[config.mk]
export PLATFORM = sky130hd
export DESIGN_NAME = arrow_cmd_queue
export DESIGN_NICKNAME = d
export VERILOG_FILES = /design/src/rtl/arrow_cmd_queue.sv
export SDC_FILE = /design/constraint.sdc
export NUM_CORES = 1
export LEC_CHECK = 0
export BUFFER_PORTS_ARGS = -buffer_cell sky130_fd_sc_hd__buf_2
export CAP_MARGIN = 20
export CORE_MARGIN = 2
export CORE_UTILIZATION = 37
export CTS_CLUSTER_DIAMETER = 60
export DETAILED_ROUTE_END_ITERATION = 12
export GPL_TIMING_DRIVEN = 0
export PLACE_DENSITY = 0.5
export SLEW_MARGIN = 25
export SYNTH_ARGS = -nofsm -noshare
export SYNTH_HDL_FRONTEND = slang
export SYNTH_SLANG_ARGS = --single-unit
export TNS_END_PERCENT = 5
[constraint.sdc]
create_clock -name clk -period 3.9 [get_ports clk]
set_input_delay 0.195 -clock clk [delete_from_list [all_inputs] [get_ports clk]]
set_output_delay 0.195 -clock clk [all_outputs]
set_load 0.005 [all_outputs]
[src/rtl/arrow_cmd_queue.sv]
// arrow_cmd_queue: turns four raw arrow buttons into filtered direction
// commands, queues them, and releases one per game tick. Also keeps a
// free-running LFSR that is stirred by accepted presses to seed apple placement.
module arrow_cmd_queue #(
  parameter int         DEBOUNCE_CYCLES = 200000,
  parameter int         FIFO_DEPTH      = 2,
  parameter logic [3:0] ACTIVE_LOW_MASK = 4'b0011
) (
  input  logic        clk,
  input  logic        reset,
  input  logic        arrow_up,
  input  logic        arrow_down,
  input  logic        arrow_left,
  input  logic        arrow_right,
  input  logic        tick,
  output logic [1:0]  dir,
  output logic        step_valid,
  output logic [2:0]  queue_count,
  output logic        cmd_dropped,
  output logic [15:0] seed
);

  localparam int          CW        = $clog2(DEBOUNCE_CYCLES + 1);
  localparam logic [CW-1:0] DB_LAST = CW'(DEBOUNCE_CYCLES - 1);
  localparam logic [2:0]  DEPTH     = 3'(FIFO_DEPTH);
  localparam logic [15:0] SEED_INIT = 16'hACE1;
  localparam logic [15:0] LFSR_TAPS = 16'hB400;

  // button bit order {right,left,down,up}; bit 0 has the highest priority
  logic [3:0]    raw, sync1, sync2, level, deb, press, pending, serve;
  logic [CW-1:0] db_cnt [4];
  logic [1:0]    cand, tail_dir, ref_dir;
  logic          cand_valid, filter_ok, pop, space, push, drop;
  logic [1:0]    q      [FIFO_DEPTH];
  logic [1:0]    q_next [FIFO_DEPTH];
  logic [2:0]    wr_idx;
  logic [15:0]   cyc_cnt, lfsr_adv, mixed, seed_next;

  assign raw   = {arrow_right, arrow_left, arrow_down, arrow_up};
  assign level = sync2 ^ ACTIVE_LOW_MASK;

  // two-flop synchroniser, parked at the released level in reset
  always_ff @(posedge clk or negedge reset) begin
    if (!reset) begin
      sync1 <= ACTIVE_LOW_MASK;
      sync2 <= ACTIVE_LOW_MASK;
    end else begin
      sync1 <= raw;
      sync2 <= sync1;
    end
  end

  // per-button debounce: count cycles of disagreement, flip on the last one
  always_ff @(posedge clk or negedge reset) begin
    if (!reset) begin
      deb <= '0;
      for (int i = 0; i < 4; i++) db_cnt[i] <= '0;
    end else begin
      for (int i = 0; i < 4; i++) begin
        if (level[i] != deb[i]) begin
          if (db_cnt[i] == DB_LAST) begin
            deb[i]    <= level[i];
            db_cnt[i] <= '0;
          end else begin
            db_cnt[i] <= db_cnt[i] + 1'b1;
          end
        end else begin
          db_cnt[i] <= '0;
        end
      end
    end
  end

  // press event = debounced state flipping from released to pressed this cycle
  always_comb begin
    press = '0;
    for (int i = 0; i < 4; i++)
      press[i] = level[i] & ~deb[i] & (db_cnt[i] == DB_LAST);
  end

  // serve the highest-priority pending button as this cycle's candidate
  always_comb begin
    serve      = '0;
    cand       = '0;
    cand_valid = |pending;
    if (pending[0])      begin serve = 4'b0001; cand = 2'd0; end
    else if (pending[1]) begin serve = 4'b0010; cand = 2'd1; end
    else if (pending[2]) begin serve = 4'b0100; cand = 2'd2; end
    else if (pending[3]) begin serve = 4'b1000; cand = 2'd3; end
  end

  // pending bits: clear the served one, set new presses
  always_ff @(posedge clk or negedge reset) begin
    if (!reset) pending <= '0;
    else        pending <= (pending & ~serve) | press;
  end

  // reversal/duplicate filter against the newest queued or current direction
  always_comb begin
    tail_dir = '0;
    for (int i = 0; i < FIFO_DEPTH; i++)
      if (queue_count == 3'(i + 1)) tail_dir = q[i];
    ref_dir   = (queue_count != 3'd0) ? tail_dir : dir;
    filter_ok = cand_valid && (cand != ref_dir) && (cand != (ref_dir ^ 2'b01));
    pop       = tick && (queue_count != 3'd0);
    space     = (queue_count < DEPTH) || pop;
    push      = filter_ok && space;
    drop      = filter_ok && !space;
    wr_idx    = pop ? queue_count - 3'd1 : queue_count;
  end

  // shift-register FIFO: entry 0 is the head, pushes land just past the tail
  always_comb begin
    q_next = q;
    if (pop)
      for (int i = 0; i < FIFO_DEPTH - 1; i++) q_next[i] = q[i + 1];
    if (push)
      for (int i = 0; i < FIFO_DEPTH; i++)
        if (wr_idx == 3'(i)) q_next[i] = cand;
  end

  // queue storage, occupancy and per-tick outputs
  always_ff @(posedge clk or negedge reset) begin
    if (!reset) begin
      for (int i = 0; i < FIFO_DEPTH; i++) q[i] <= '0;
      queue_count <= '0;
      dir         <= '0;
      step_valid  <= 1'b0;
      cmd_dropped <= 1'b0;
    end else begin
      q           <= q_next;
      step_valid  <= tick;
      cmd_dropped <= drop;
      if (pop) dir <= q[0];
      if (push && !pop)      queue_count <= queue_count + 3'd1;
      else if (pop && !push) queue_count <= queue_count - 3'd1;
    end
  end

  // Galois LFSR step, stirred with the cycle count on each accepted push
  always_comb begin
    lfsr_adv  = {1'b0, seed[15:1]} ^ (seed[0] ? LFSR_TAPS : 16'h0000);
    mixed     = push ? (lfsr_adv ^ cyc_cnt) : lfsr_adv;
    seed_next = (mixed == 16'h0000) ? SEED_INIT : mixed;
  end

  // seed register and free-running cycle counter
  always_ff @(posedge clk or negedge reset) begin
    if (!reset) begin
      seed    <= SEED_INIT;
      cyc_cnt <= '0;
    end else begin
      seed    <= seed_next;
      cyc_cnt <= cyc_cnt + 16'd1;
    end
  end

endmodule

==> results of run 1 <==
==> synth_stat cells (2+ instances only) <==
cell      instances  share of area
dfrtp_1         119           0.46
nor2_1          102          0.059
xnor2_1          48          0.065
xor2_1           47          0.064
nand3_1          44          0.034
nand2_1          41          0.024
inv_1            27          0.016
and3_1           23          0.022
nand4_1          19          0.018
clkbuf_1         15         0.0087
ha_1             15          0.029
dfstp_2          12          0.049
a21oi_1           9         0.0070
nor3_1            9         0.0070
nor4_1            9         0.0087
o21ai_1           9         0.0070
or2_1             9         0.0087
a211oi_1          8         0.0093
mux2i_1           8          0.012
o21ai_0           8         0.0062
o211a_1           7          0.011
a31oi_1           4         0.0039
nor2b_1           4         0.0039
and4_1            3         0.0041
buf_6             3         0.0052
nor4b_1           3         0.0041
o32ai_1           3         0.0041
or2_2             3         0.0029
a22o_1            2         0.0027
and2_1            2         0.0019
buf_2             2         0.0016
mux2_1            2         0.0035
mux2_2            2         0.0035
nor3b_1           2         0.0023
o211ai_1          2         0.0023
or3_1             2         0.0019
or4b_1            2         0.0031
==> layout make-up <==
type	instances	area [µm²]	area share
flip-flops and latches	131	3290	0.434
well taps	225	282	0.0371
inverters	28	105	0.0138
clock buffers	19	453	0.0597
multi-input cells	465	2950	0.388
repair buffers	36	243	0.0320
plain buffers	21	108	0.0142
clock inverters	13	159	0.0209
==> report_power, final <==
part	leakage, nW	switching, mW	total, mW	internal (mW)
Sequential	1.72	0.0498	1.45	1.40
Clock	0.283	0.597	1.63	1.03
Combinational	1.30	0.198	0.331	0.133
Total	3.30	0.845	3.42	2.57
==> timing repair <==
item / 4_1_cts / 5_1_grt
hold buffers: 6 / 0
resized for setup: 0 / 0
setup endpoints to repair: 0 / 0
hold endpoints to repair: 43 / 0
==> metrics by stage <==
| step | area, µm² | utilization | instances |
|---|---|---|---|
| 5_1_grt | 7590 | 0.442 | 938 |
| 4_1_cts | 7590 | 0.442 | 938 |
| 2_1_floorplan | 6450 | - | 645 |
| 6_report | 7590 | 0.442 | 938 |
| 3_3_place_gp | 6880 | 0.401 | 899 |
| 3_5_place_dp | 6920 | 0.403 | 900 |
==> per-layer routing <==
layer	vias up	routed length, µm	GRT usage
met5	-	0	0
met4	0	108	0.0544
met3	8	337	0.0406
met2	57	6060	0.243
met1	2204	6300	0.201
li1	2321	-	-
==> registers in the layout (all words and copies together) (netlist names), 2 cells and up <==
name and cells:
seed 16, deb 4, sync1 4, pending 4, db_cnt 72, cyc_cnt 16
q 4, dir 2, sync2 4, queue_count 3
==> cell families after synthesis <==
family | Yosys count | share of synthesized area
compound gates | 57 | 0.0609
xor+xnor | 95 | 0.129
fa+ha+maj | 15 | 0.0291
buf+inv | 49 | 0.0330
flops | 131 | 0.510
mux | 12 | 0.0194
simple gates | 286 | 0.219
==> worst min-delay path by stage <==
stage | slack, ps | depth (start not counted) | endpoint | from
floorplan | -100 | 0 | cmd_dropped$_DFF_PN0_ | reset
global placement | 300 | 1 | sync1[1]$_DFF_PN1_ | arrow_down
detailed placement | 90 | 1 | queue_count[2]$_DFFE_PN0P_ | reset
CTS | 240 | 2 | queue_count[2]$_DFFE_PN0P_ | reset
global route | 250 | 2 | queue_count[2]$_DFFE_PN0P_ | reset
finish | 240 | 2 | queue_count[2]$_DFFE_PN0P_ | reset
==> results.cfg, run 1 <==
[clock_network]
cts_buffer_depth = 2
cts_tree = done
cts.htree.levels = 4
clock_sinks = 131
cts_root_buf = clkbuf_16
post_cts_buffers = 0
cts_buffers = 17
path_clk_slew_ps = 60
clk_latency_ps = 410

[finish]
drive_above_1_share = 0.126
fillCellCount = 1690
area_delta_synth_final_pct = 17.6
nets = 722
diodes = 0
final_cell_mix = dfrtp_1 (119), nor2_1 (102), xnor2_1 (48)
final_common_cell = dfrtp_1

[setup_path]
cp.required_ps = 4190
cp.arrival_ps = 3480
worst-path-stages = 13
rr_startpoint = queue_count[0]$_DFFE_PN0P_
cp-end-kind = flip-flop
criticalPathCategory = reg -> reg
crit_chain = inv_1 > ha_1 > nand3b_1 > a221oi_2 > buf_2 > nor3b_1 > nor2_1 > inv_2 > buf_2 > ha_1 > mux2i_1 > nor2_1 > xor2_1
worst_setup_path_start_kind = flip-flop
worstSetupStartpoint = queue_count[0]$_DFFE_PN0P_
cp_slowest_cell = dfrtp_1
path_delay_family = buffers and inverters
r2r_end = queue_count[2]$_DFFE_PN0P_
cp-endpoint = queue_count[2]$_DFFE_PN0P_
critPathBufInv = 4
cp_slowest_stage_delay_ps = 510
cp_max_fo = 10
reg2reg_setup_slack_ps = 710
reg2regPathDepth = 13

[timing]
clock-skew-final_ps = 8.43
fin_setup_tns_ps = 0
finalHoldViolations = 0
tightestPinTransition_ps = 674
finalMaxSlewViolations = 0
rsz0062_at_grt = no
min_period_ps = 3190
fmax_mhz = 313
setup_slack_ps = 707
setup_viol = 0
period_share = 0.819
slew_headroom = 0.547
hold_slack_ps = 242

[synth]
synth-async-reset-ratio = 1.00
avgSynthCellArea_um2 = 10.0
synth_area_um2 = 6450
netlist_instances = 645
ys.flop_type = dfrtp_1
synth_seq_cells = 131
synth_nets = 667
yosys_warnings = 0
synth_edf_count = 0
ys_seq_area_frac = 0.510
ys_types = 53

[floorplan]
std_cell_rows = 48
core-area_um2 = 17200
initial_core_util = 0.376
die_area_um2 = 18500
die_h_um = 136
die_w_um = 136
num_io_pins = 30

[place]
numPortBuffers = 29
routabilityCongestion = 0.787
detailed_place_hpwl_um = 9040
place_ws_ps = 711

[global_route]
antenna_found_initial = 0
grt.total_usage = 0.153
grt-ovfl-total = 0
grt_max_degree = 94
grt_pass1_wl_um = 22300
grt_pass1_vias = 4596

[route]
drt_iter0_drc = 218
drc = 0
dr_total_vias = 4590
vias_per_cell = 4.89
detail_route.wl_per_cell_um = 13.7
antenna_left = 0
drt-total-wl_um = 12800
firstDrtPassIters = 4

[run_status]
status = complete, no violations

[pwr]
power_density_nw_per_um2 = 450
leakage_nw = 3.30
irDropWorstVdd_mv = 0.306
p_total_mw = 3.42

[job]
drv_cap = 0

[worst_hold_path]
min-delay-path-class = in -> async
No activity file was read; power rests on OpenSTA's default activity.
==> run 2: changes to the inputs <==
clock period = 3.14 ns   (was 3.9 ns; I/O delays follow)
==> run 2 against run 1 <==
  * Register-to-register slack got worse by 560 ps
  * Via count barely moved
  * Sequential share of layout area barely moved
  * Count of clock-buffer cells in the layout did not move
  * Worst hold slack got worse by 38 ps
  * Utilization rose by 0.051 points
  * Critical path type unchanged
==> results.cfg, run 2 (synthesized netlist as in run 1, its figures left out) <==
[place]
place_ws_ps = -48.5
numPortBuffers = 29
detailed_place_hpwl_um = 9040
place_inst = 900
routabilityCongestion = 0.787

[finish]
diodes = 0
finalNonFillerCells = 938
final_common_cell = dfrtp_1
area_delta_synth_final_pct = 17.7
largest_reg_flops = 72
drive_above_1_share = 0.130
final_cell_mix = dfrtp_1 (118), nor2_1 (101), xnor2_1 (48)
regMostFlops = db_cnt
reg_top3 = db_cnt (72), cyc_cnt (16), seed (16)
nets = 722
fin_util = 0.442

[pwr]
p_clk_frac = 0.477
swShare = 0.247
switchingPower_mw = 1.05
p_total_mw = 4.24
irDropWorstVdd_mv = 0.380
power_density_nw_per_um2 = 558
leakage_nw = 3.30
p_comb_frac = 0.098
seq_power_share = 0.425
internal_power_mw = 3.19

[job]
drv_cap = 0

[setup_path]
reg2regPathDepth = 13
cp_max_fo = 10
reg2reg_setup_slack_ps = 150
rr_startpoint = queue_count[0]$_DFFE_PN0P_
worst_setup_path_start_kind = flip-flop
cp_slowest_stage_delay_ps = 450
criticalPathCategory = reg -> reg
cp-end-kind = flip-flop
crit_chain = inv_1 > ha_1 > nand3b_1 > a221oi_2 > buf_2 > nor3b_2 > nor2_2 > inv_2 > buf_2 > ha_1 > mux2i_1 > nor2_1 > xor2_1
cp.required_ps = 3430
cp-endpoint = queue_count[2]$_DFFE_PN0P_
cp.arrival_ps = 3280
r2r_end = queue_count[2]$_DFFE_PN0P_
worstSetupStartpoint = queue_count[0]$_DFFE_PN0P_
cp_slowest_cell = dfrtp_2

[clock_network]
cts_buffer_depth = 2
cts.htree.levels = 4
post_cts_buffers = 0
cts_buffers = 17
clk_latency_ps = 410
clock_sinks = 131
cts_root_buf = clkbuf_16
cts_tree = done
path_clk_slew_ps = 60

[floorplan]
core-area_um2 = 17200
initial_core_util = 0.376
std_cell_rows = 48
die_area_um2 = 18500
die_w_um = 136
num_io_pins = 30
die_h_um = 136

[route]
drc = 0
dr_total_vias = 4592
drt_iter0_drc = 216
antenna_left = 0
drt-total-wl_um = 12800
firstDrtPassIters = 4
detail_route.wl_per_cell_um = 13.6
vias_per_cell = 4.90

[global_route]
grt_pass1_vias = 4596
grt_pass1_wl_um = 22300
grt_max_degree = 94
antenna_found_initial = 0
grt-ovfl-total = 0
grt.total_usage = 0.153

[timing]
tightestPinTransition_ps = 666
slew_headroom = 0.552
rsz0062_at_grt = no
period_share = 0.952
finalHoldViolations = 0
fmax_mhz = 335
setup_slack_ps = 152
min_period_ps = 2990
fin_setup_tns_ps = 0
clock-skew-final_ps = 8.50
setup_viol = 0
finalMaxSlewViolations = 0

[worst_hold_path]
min-delay-path-class = in -> async

[run_status]
status = complete, no violations
==> run 2: changes by cell type in the layout (fill, tap and decap cells not counted) <==
cell     change
nor3b_2      +1
nor3b_1      -1
nor2_1       -1
dfrtp_1      -1
nor2_2       +1
dfrtp_2      +1
==> run 2: through the flow <==
stage | hold slack (ps) | instance area (µm²)
global placement | 264 | 6880
floorplan | -139 | 6450
CTS | 206 | 7590
global route | 212 | 7600
finish | 204 | 7600
detailed placement | 54.0 | 6920
==> run 2: worst min-delay path by stage <==
stage               startpoint                    endpoint  slack, ps  depth (start not counted)
floorplan                reset       cmd_dropped$_DFF_PN0_       -140                          0
global placement    arrow_down          sync1[1]$_DFF_PN1_        260                          1
detailed placement       reset  queue_count[2]$_DFFE_PN0P_         50                          1
CTS                      reset  queue_count[2]$_DFFE_PN0P_        210                          2
global route             reset  queue_count[2]$_DFFE_PN0P_        210                          2
finish                   reset  queue_count[2]$_DFFE_PN0P_        200                          2
==> run 2: worst max-delay path, delay by kind of cell, from the launching register on <==
kind,cells,cell delay (ps)
buf+inv,4,670
simple gates,4,600
fa+ha+maj,2,470
flops,1,450
compound gates,1,360
mux,1,190
xor+xnor,1,140
==> run 2: power groups by stage <==
| stage | clock, mW | combinational (mW) | sequential [mW] |
|---|---|---|---|
| 2_1_floorplan | 0 | 0.272 | 1.82 |
| 3_3_place_gp | 0 | 0.395 | 1.83 |
| 3_5_place_dp | 0 | 0.410 | 1.83 |
| 4_1_cts | 2.08 | 0.418 | 1.80 |
| 5_1_grt | 2.17 | 0.466 | 1.81 |
| 6_report | 2.02 | 0.414 | 1.80 |
==> run 2: layout make-up <==
cell class | count | area, µm²
plain buffers | 21 | 108
clock buffers | 19 | 453
clock inverters | 13 | 159
fillers | 1696 | 9580
inverters | 28 | 105
multi-input cells | 465 | 2960
flip-flops and latches | 131 | 3290
well taps | 225 | 282
repair buffers | 36 | 243
==> run 2: what timing repair did <==
action | 4_1_cts | 5_1_grt
hold buffers | 6 | 0
resized for setup | 1 | 2
endpoints found under the setup margin | 1 | 11
endpoints found under the hold margin | 43 | 0
==> run 2: routing by layer <==
metal  routed length, µm  global-route usage
met2                6020               0.243
met5                   0                   0
met3                 470              0.0406
met1                6120               0.201
met4                 160              0.0544
